[src/rtl/injection_arbiter.sv]
// Shares one NoC injection port between N_REQ stream sources: requester 0 (MA) must
// finish a non-empty boot stream first, then whole streams are granted round-robin.
module injection_arbiter #(
  parameter int N_REQ     = 2,
  parameter int FLIT_SIZE = 32
) (
  input  logic                       clk_i,
  input  logic                       rst_i,
  input  logic [N_REQ-1:0]           req_tx_i,
  input  logic [N_REQ*FLIT_SIZE-1:0] req_data_i,
  output logic [N_REQ-1:0]           req_credit_o,
  output logic                       tx_o,
  input  logic                       credit_i,
  output logic [FLIT_SIZE-1:0]       data_o,
  output logic [N_REQ-1:0]           grant_o,
  output logic                       boot_done_o,
  output logic [31:0]                last_len_o
);

  localparam int IDX_W = (N_REQ > 2) ? $clog2(N_REQ) : 1;

  typedef enum logic [1:0] {BOOT, IDLE, STREAM} state_t;

  state_t             state_q, state_d;
  logic [N_REQ-1:0]   grant_q, grant_d;
  logic [IDX_W-1:0]   gidx_q, gidx_d;
  logic [IDX_W-1:0]   rr_ptr_q, rr_ptr_d;
  logic [31:0]        flit_cnt_q, flit_cnt_d;
  logic [31:0]        last_len_q, last_len_d;
  logic               boot_done_q, boot_done_d;

  logic               g_tx;
  logic [FLIT_SIZE-1:0] g_data;
  logic [N_REQ-1:0]   req_rot;
  logic               rr_found;
  logic [IDX_W-1:0]   rr_off, rr_pick, rr_next;
  logic [IDX_W:0]     pick_sum, next_sum;

  always_comb begin
    g_tx   = 1'b0;
    g_data = '0;
    for (int i = 0; i < N_REQ; i++) begin
      if (gidx_q == IDX_W'(i)) begin
        g_tx   = req_tx_i[i];
        g_data = req_data_i[i*FLIT_SIZE +: FLIT_SIZE];
      end
    end
  end

  // Rotate requests so bit 0 is rr_ptr; the lowest set bit is the winner offset.
  always_comb begin
    req_rot  = N_REQ'({req_tx_i, req_tx_i} >> rr_ptr_q);
    rr_found = 1'b0;
    rr_off   = '0;
    for (int i = N_REQ - 1; i >= 0; i--) begin
      if (req_rot[i]) begin
        rr_found = 1'b1;
        rr_off   = IDX_W'(i);
      end
    end
    pick_sum = {1'b0, rr_ptr_q} + {1'b0, rr_off};
    if (pick_sum >= (IDX_W+1)'(N_REQ)) pick_sum = pick_sum - (IDX_W+1)'(N_REQ);
    rr_pick  = pick_sum[IDX_W-1:0];
    next_sum = {1'b0, rr_pick} + (IDX_W+1)'(1);
    if (next_sum >= (IDX_W+1)'(N_REQ)) next_sum = '0;
    rr_next  = next_sum[IDX_W-1:0];
  end

  always_ff @(posedge clk_i) begin
    if (rst_i) begin
      state_q     <= BOOT;
      grant_q     <= '0;
      gidx_q      <= '0;
      rr_ptr_q    <= '0;
      flit_cnt_q  <= '0;
      last_len_q  <= '0;
      boot_done_q <= 1'b0;
    end else begin
      state_q     <= state_d;
      grant_q     <= grant_d;
      gidx_q      <= gidx_d;
      rr_ptr_q    <= rr_ptr_d;
      flit_cnt_q  <= flit_cnt_d;
      last_len_q  <= last_len_d;
      boot_done_q <= boot_done_d;
    end
  end

  // A stream seen while boot_done_q is low can only have been started from BOOT.
  always_comb begin
    state_d     = state_q;
    grant_d     = grant_q;
    gidx_d      = gidx_q;
    rr_ptr_d    = rr_ptr_q;
    flit_cnt_d  = flit_cnt_q;
    last_len_d  = last_len_q;
    boot_done_d = boot_done_q;
    case (state_q)
      BOOT: begin
        if (req_tx_i[0]) begin
          grant_d = N_REQ'(1);
          gidx_d  = '0;
          state_d = STREAM;
        end
      end
      IDLE: begin
        if (rr_found) begin
          grant_d  = N_REQ'(1) << rr_pick;
          gidx_d   = rr_pick;
          rr_ptr_d = rr_next;
          state_d  = STREAM;
        end
      end
      STREAM: begin
        if (!g_tx) begin
          grant_d    = '0;
          flit_cnt_d = '0;
          if (boot_done_q) begin
            state_d    = IDLE;
            last_len_d = flit_cnt_q;
          end else if (flit_cnt_q != '0) begin
            state_d     = IDLE;
            last_len_d  = flit_cnt_q;
            boot_done_d = 1'b1;
            rr_ptr_d    = IDX_W'(1);
          end else begin
            state_d = BOOT;
          end
        end else if (credit_i && (flit_cnt_q != '1)) begin
          flit_cnt_d = flit_cnt_q + 32'd1;
        end
      end
      default: state_d = BOOT;
    endcase
  end

  assign tx_o         = g_tx && (state_q == STREAM);
  assign data_o       = (state_q == STREAM) ? g_data : '0;
  assign req_credit_o = (state_q == STREAM) ? (grant_q & {N_REQ{credit_i}}) : '0;
  assign grant_o      = grant_q;
  assign boot_done_o  = boot_done_q;
  assign last_len_o   = last_len_q;

endmodule
[config.mk]
export PLATFORM = sky130hd
export DESIGN_NAME = injection_arbiter
export DESIGN_NICKNAME = d
export VERILOG_FILES = /design/src/rtl/injection_arbiter.sv
export SDC_FILE = /design/constraint.sdc
export NUM_CORES = 1
export LEC_CHECK = 0
export CAP_MARGIN = 20
export CORE_ASPECT_RATIO = 1.75
export CORE_MARGIN = 2
export CORE_UTILIZATION = 40
export CTS_BUF_LIST = sky130_fd_sc_hd__clkbuf_8
export DETAILED_ROUTE_END_ITERATION = 16
export DONT_BUFFER_PORTS = 1
export MAX_ROUTING_LAYER = met4
export PLACE_DENSITY = 0.65
export SLEW_MARGIN = 20
export SYNTH_ARGS = -nofsm -noshare
export SYNTH_HDL_FRONTEND = slang
export SYNTH_SLANG_ARGS = --single-unit
export TNS_END_PERCENT = 5
[constraint.sdc]
create_clock -name clk_i -period 3.1 [get_ports clk_i]
set_clock_uncertainty 0.05 [all_clocks]
set_input_delay 0.62 -clock clk_i [delete_from_list [all_inputs] [get_ports clk_i]]
set_output_delay 0.62 -clock clk_i [all_outputs]
set_load 0.03 [all_outputs]
==> flow_metrics.env <==
export IMPL_hold_path_class="input pin to flip-flop"
export IMPL_rsz0062_at_grt="no"
export IMPL_layout_nets=545
export IMPL_cts_tree="built"
export IMPL_ir_drop_mv=0.205
export IMPL_period_needed_ns=2.59
export IMPL_drive_above_1_share_pct=8.63
export IMPL_preCtsSetupSlack_ns=0.396
export IMPL_synth_cell_types=53
export IMPL_yosysWarnings=0
export IMPL_power_share_clock_pct=38.2
export IMPL_worstHoldStart="rst_i"
export IMPL_holdPathStages=1
export IMPL_power_internal_mw=1.37
export IMPL_fillCellCount=980
export IMPL_synth_top_family_by_area="simple AND/OR/NAND/NOR gates"
export IMPL_core_um2=9850
export IMPL_pwr_share_seq_pct=47.8
export IMPL_synth_top_cell_area_share_pct=35.2
export IMPL_swShare_pct=29.5
export IMPL_clk_pin_slew_ns=0.07
export IMPL_postRouteAntennaNets=0
export IMPL_fin_setup_tns_ns=0
export IMPL_synth_area_top_cells="dfxtp_1 (35%), mux2i_1 (17%), nor2_1 (7.4%)"
export IMPL_grt_ovfl_total=0
export IMPL_r2r_start="flit_cnt_q[0]$_SDFFE_PP0P_"
export IMPL_ios=139
export IMPL_ys_ff_latch=71
export IMPL_r2r_cells=8
export IMPL_antenna_found_initial=0
export IMPL_post_cts_setup_buffers=0
export IMPL_synth_simple_gate_area_share_pct=24.4
export IMPL_cts_buffers=9
export IMPL_leakagePower_nw=1.63
export IMPL_syn_nets=558
export IMPL_crit_arrival_ns=1.92
export IMPL_avgRoutedWirePerCell_um=20.8
export IMPL_dp_hpwl_um=9150
export IMPL_first_global_vias=3500
export IMPL_maxCapViolCount=0
export IMPL_fp_row_count=48
export IMPL_drt_initial_drc_count=183
export IMPL_grt_max_degree=72
export IMPL_grt_total_usage_pct=23.2
export IMPL_critPathLaunch="gidx_q$_SDFFE_PP0P_"
export IMPL_final_period_utilization_pct=83.5
export IMPL_utilization_pct=43.8
export IMPL_cts_resized=0
export IMPL_drc_errors=0
export IMPL_worst_slack_ns=0.513
export IMPL_status="completed"
export IMPL_yosys_area_share_adder_pct=2.11
export IMPL_yosysSeqAreaShare_pct=35.2
export IMPL_syn_inst=483
export IMPL_synth_xor_area_share_pct=0.217
export IMPL_fmax_ghz=0.387
export IMPL_cts_hold_buf=0
export IMPL_crit_fanout=32
export IMPL_cellPowerDensity_nw_per_um2=450
export IMPL_synth_most_common_cell="nor2_1"
export IMPL_start_util_pct=41.0
export IMPL_ys_flop_type="dfxtp_1"
export IMPL_critPathRequiredTime_ns=2.43
export IMPL_vias=3701
export IMPL_grt_pass1_wl_um=18600
export IMPL_worstReg2RegEnd="last_len_o[18]$_SDFFE_PP0P_"
export IMPL_synth_compound_area_share_pct=15.2
export IMPL_total_power_mw=1.94
export IMPL_cp_endpoint="data_o[13]"
export IMPL_end_kind="primary output"
export IMPL_portBuffers=0
export IMPL_gp_congestion=0.953
export IMPL_avgSynthCellArea_um2=8.36
export IMPL_synth_cell_area_um2=4040
export IMPL_slew_headroom_pct=39.1
export IMPL_die_h_um=137
export IMPL_synthMuxAreaShare_pct=16.9
export IMPL_die_x_um=79.9
export IMPL_htree_num_levels=3
export IMPL_hold_viol_final=0
export IMPL_r2r_slack_ns=0.54
export IMPL_cts_buffer_depth=2
export IMPL_drv_slew=0
export IMPL_antenna_cells=0
export IMPL_clock_latency_ns=0.36
export IMPL_start_kind="flip-flop"
export IMPL_synthTopCellsByCount="nor2_1 (80), dfxtp_1 (71), mux2i_1 (67)"
export IMPL_crit_type="flip-flop to primary output"
export IMPL_clockRootBuffer="clkbuf_8"
export IMPL_switching_power_mw=0.572
export IMPL_synth_edf_count=0
export IMPL_area_delta_synth_final_pct=6.76
export IMPL_clock_sinks=71
export IMPL_worst_pin_slew_ns=0.914
export IMPL_synthArstFlopShare_pct=0
export IMPL_vias_per_cell=6.17
export IMPL_wirelength_um=12500
export IMPL_drt_first_pass_iters=4
export IMPL_die_area_um2=10900
export IMPL_comb_power_share_pct=14.0
export IMPL_setup_violations=0
export IMPL_yosysTopAreaCell="dfxtp_1"
export IMPL_placed_cell_area_um2=4110
export IMPL_postLayoutCellArea_um2=4310
## power by group through the flow
stage	sequential, mW	clock (mW)	combinational [mW]
2_1_floorplan	0.947	0	0.233
3_3_place_gp	0.948	0	0.270
3_5_place_dp	0.949	0	0.272
4_1_cts	0.927	0.759	0.273
5_1_grt	0.928	0.795	0.294
6_report	0.927	0.741	0.272
## layout make-up
class                           count  area [um2]  share of cell area [%]
Clock buffer                       10         138                    3.19
Clock inverter                      6        61.3                    1.42
Inverter                           11        41.3                   0.958
Multi-Input combinational cell    363        2370                    55.1
Sequential cell                    71        1420                    33.0
Tap cell                          125         156                    3.63
Timing Repair Buffer               14         118                    2.73
## sequential cells by signal (all words and copies together) (netlist names)
| register | count |
|---|---|
| state_q | 2 |
| last_len_o | 32 |
| gidx_q | 1 |
| flit_cnt_q | 32 |
| boot_done_o | 1 |
| rr_ptr_q | 1 |
| grant_o | 2 |
## kinds of logic after synthesis
family / count (synthesis)
mux: 68
compound gates: 89
fa+ha+maj: 7
buf+inv: 49
xor+xnor: 1
flops: 71
simple gates: 198
## metal layers
layer	vias up	part of all wire, %	track usage [%]
li1	1741	-	-
met5	-	0	-
met2	183	55	43.4
met4	0	2.7	10.5
met3	22	8.2	6.27
met1	1755	34	21.4
## cell usage in the layout (no fill, tap or decap), types with 3 or more instances in the layout
cell type	count
o41ai_1	4
nor3_1	10
or3_1	5
nand2_1	34
ha_1	6
a41oi_1	3
buf_4	13
nor4_1	7
mux2i_1	67
o211ai_1	11
clkinvlp_4	3
a21o_1	3
nand3_1	13
a311oi_1	6
dfxtp_1	70
and4_1	5
a31oi_1	13
nand4_1	11
nor2_1	80
clkbuf_8	10
inv_1	11
or4_1	9
and3_1	10
a21oi_1	25
o21ai_0	13
## per-stage QoR
step,instances,hold WS [ns]
2_1_floorplan,483,0.415
3_3_place_gp,584,0.424
3_5_place_dp,584,0.437
4_1_cts,600,0.262
5_1_grt,600,0.260
6_report,600,0.284
## how the worst min path moves through the flow
stage                                        to
floorplan               state_q[1]$_SDFFE_PP0P_
global placement        state_q[1]$_SDFFE_PP0P_
detailed placement      state_q[0]$_SDFFE_PP0P_
CTS                     grant_o[0]$_SDFFE_PP0P_
global route        last_len_o[22]$_SDFFE_PP0P_
finish                      gidx_q$_SDFFE_PP0P_
## worst max-delay path, stage by stage (launching register included)
cell,delay [ns]
dfxtp_2,0.36
buf_4,0.44
mux2i_1,0.15
nor2_1,0.60
Power figures use the tool's default switching activity.
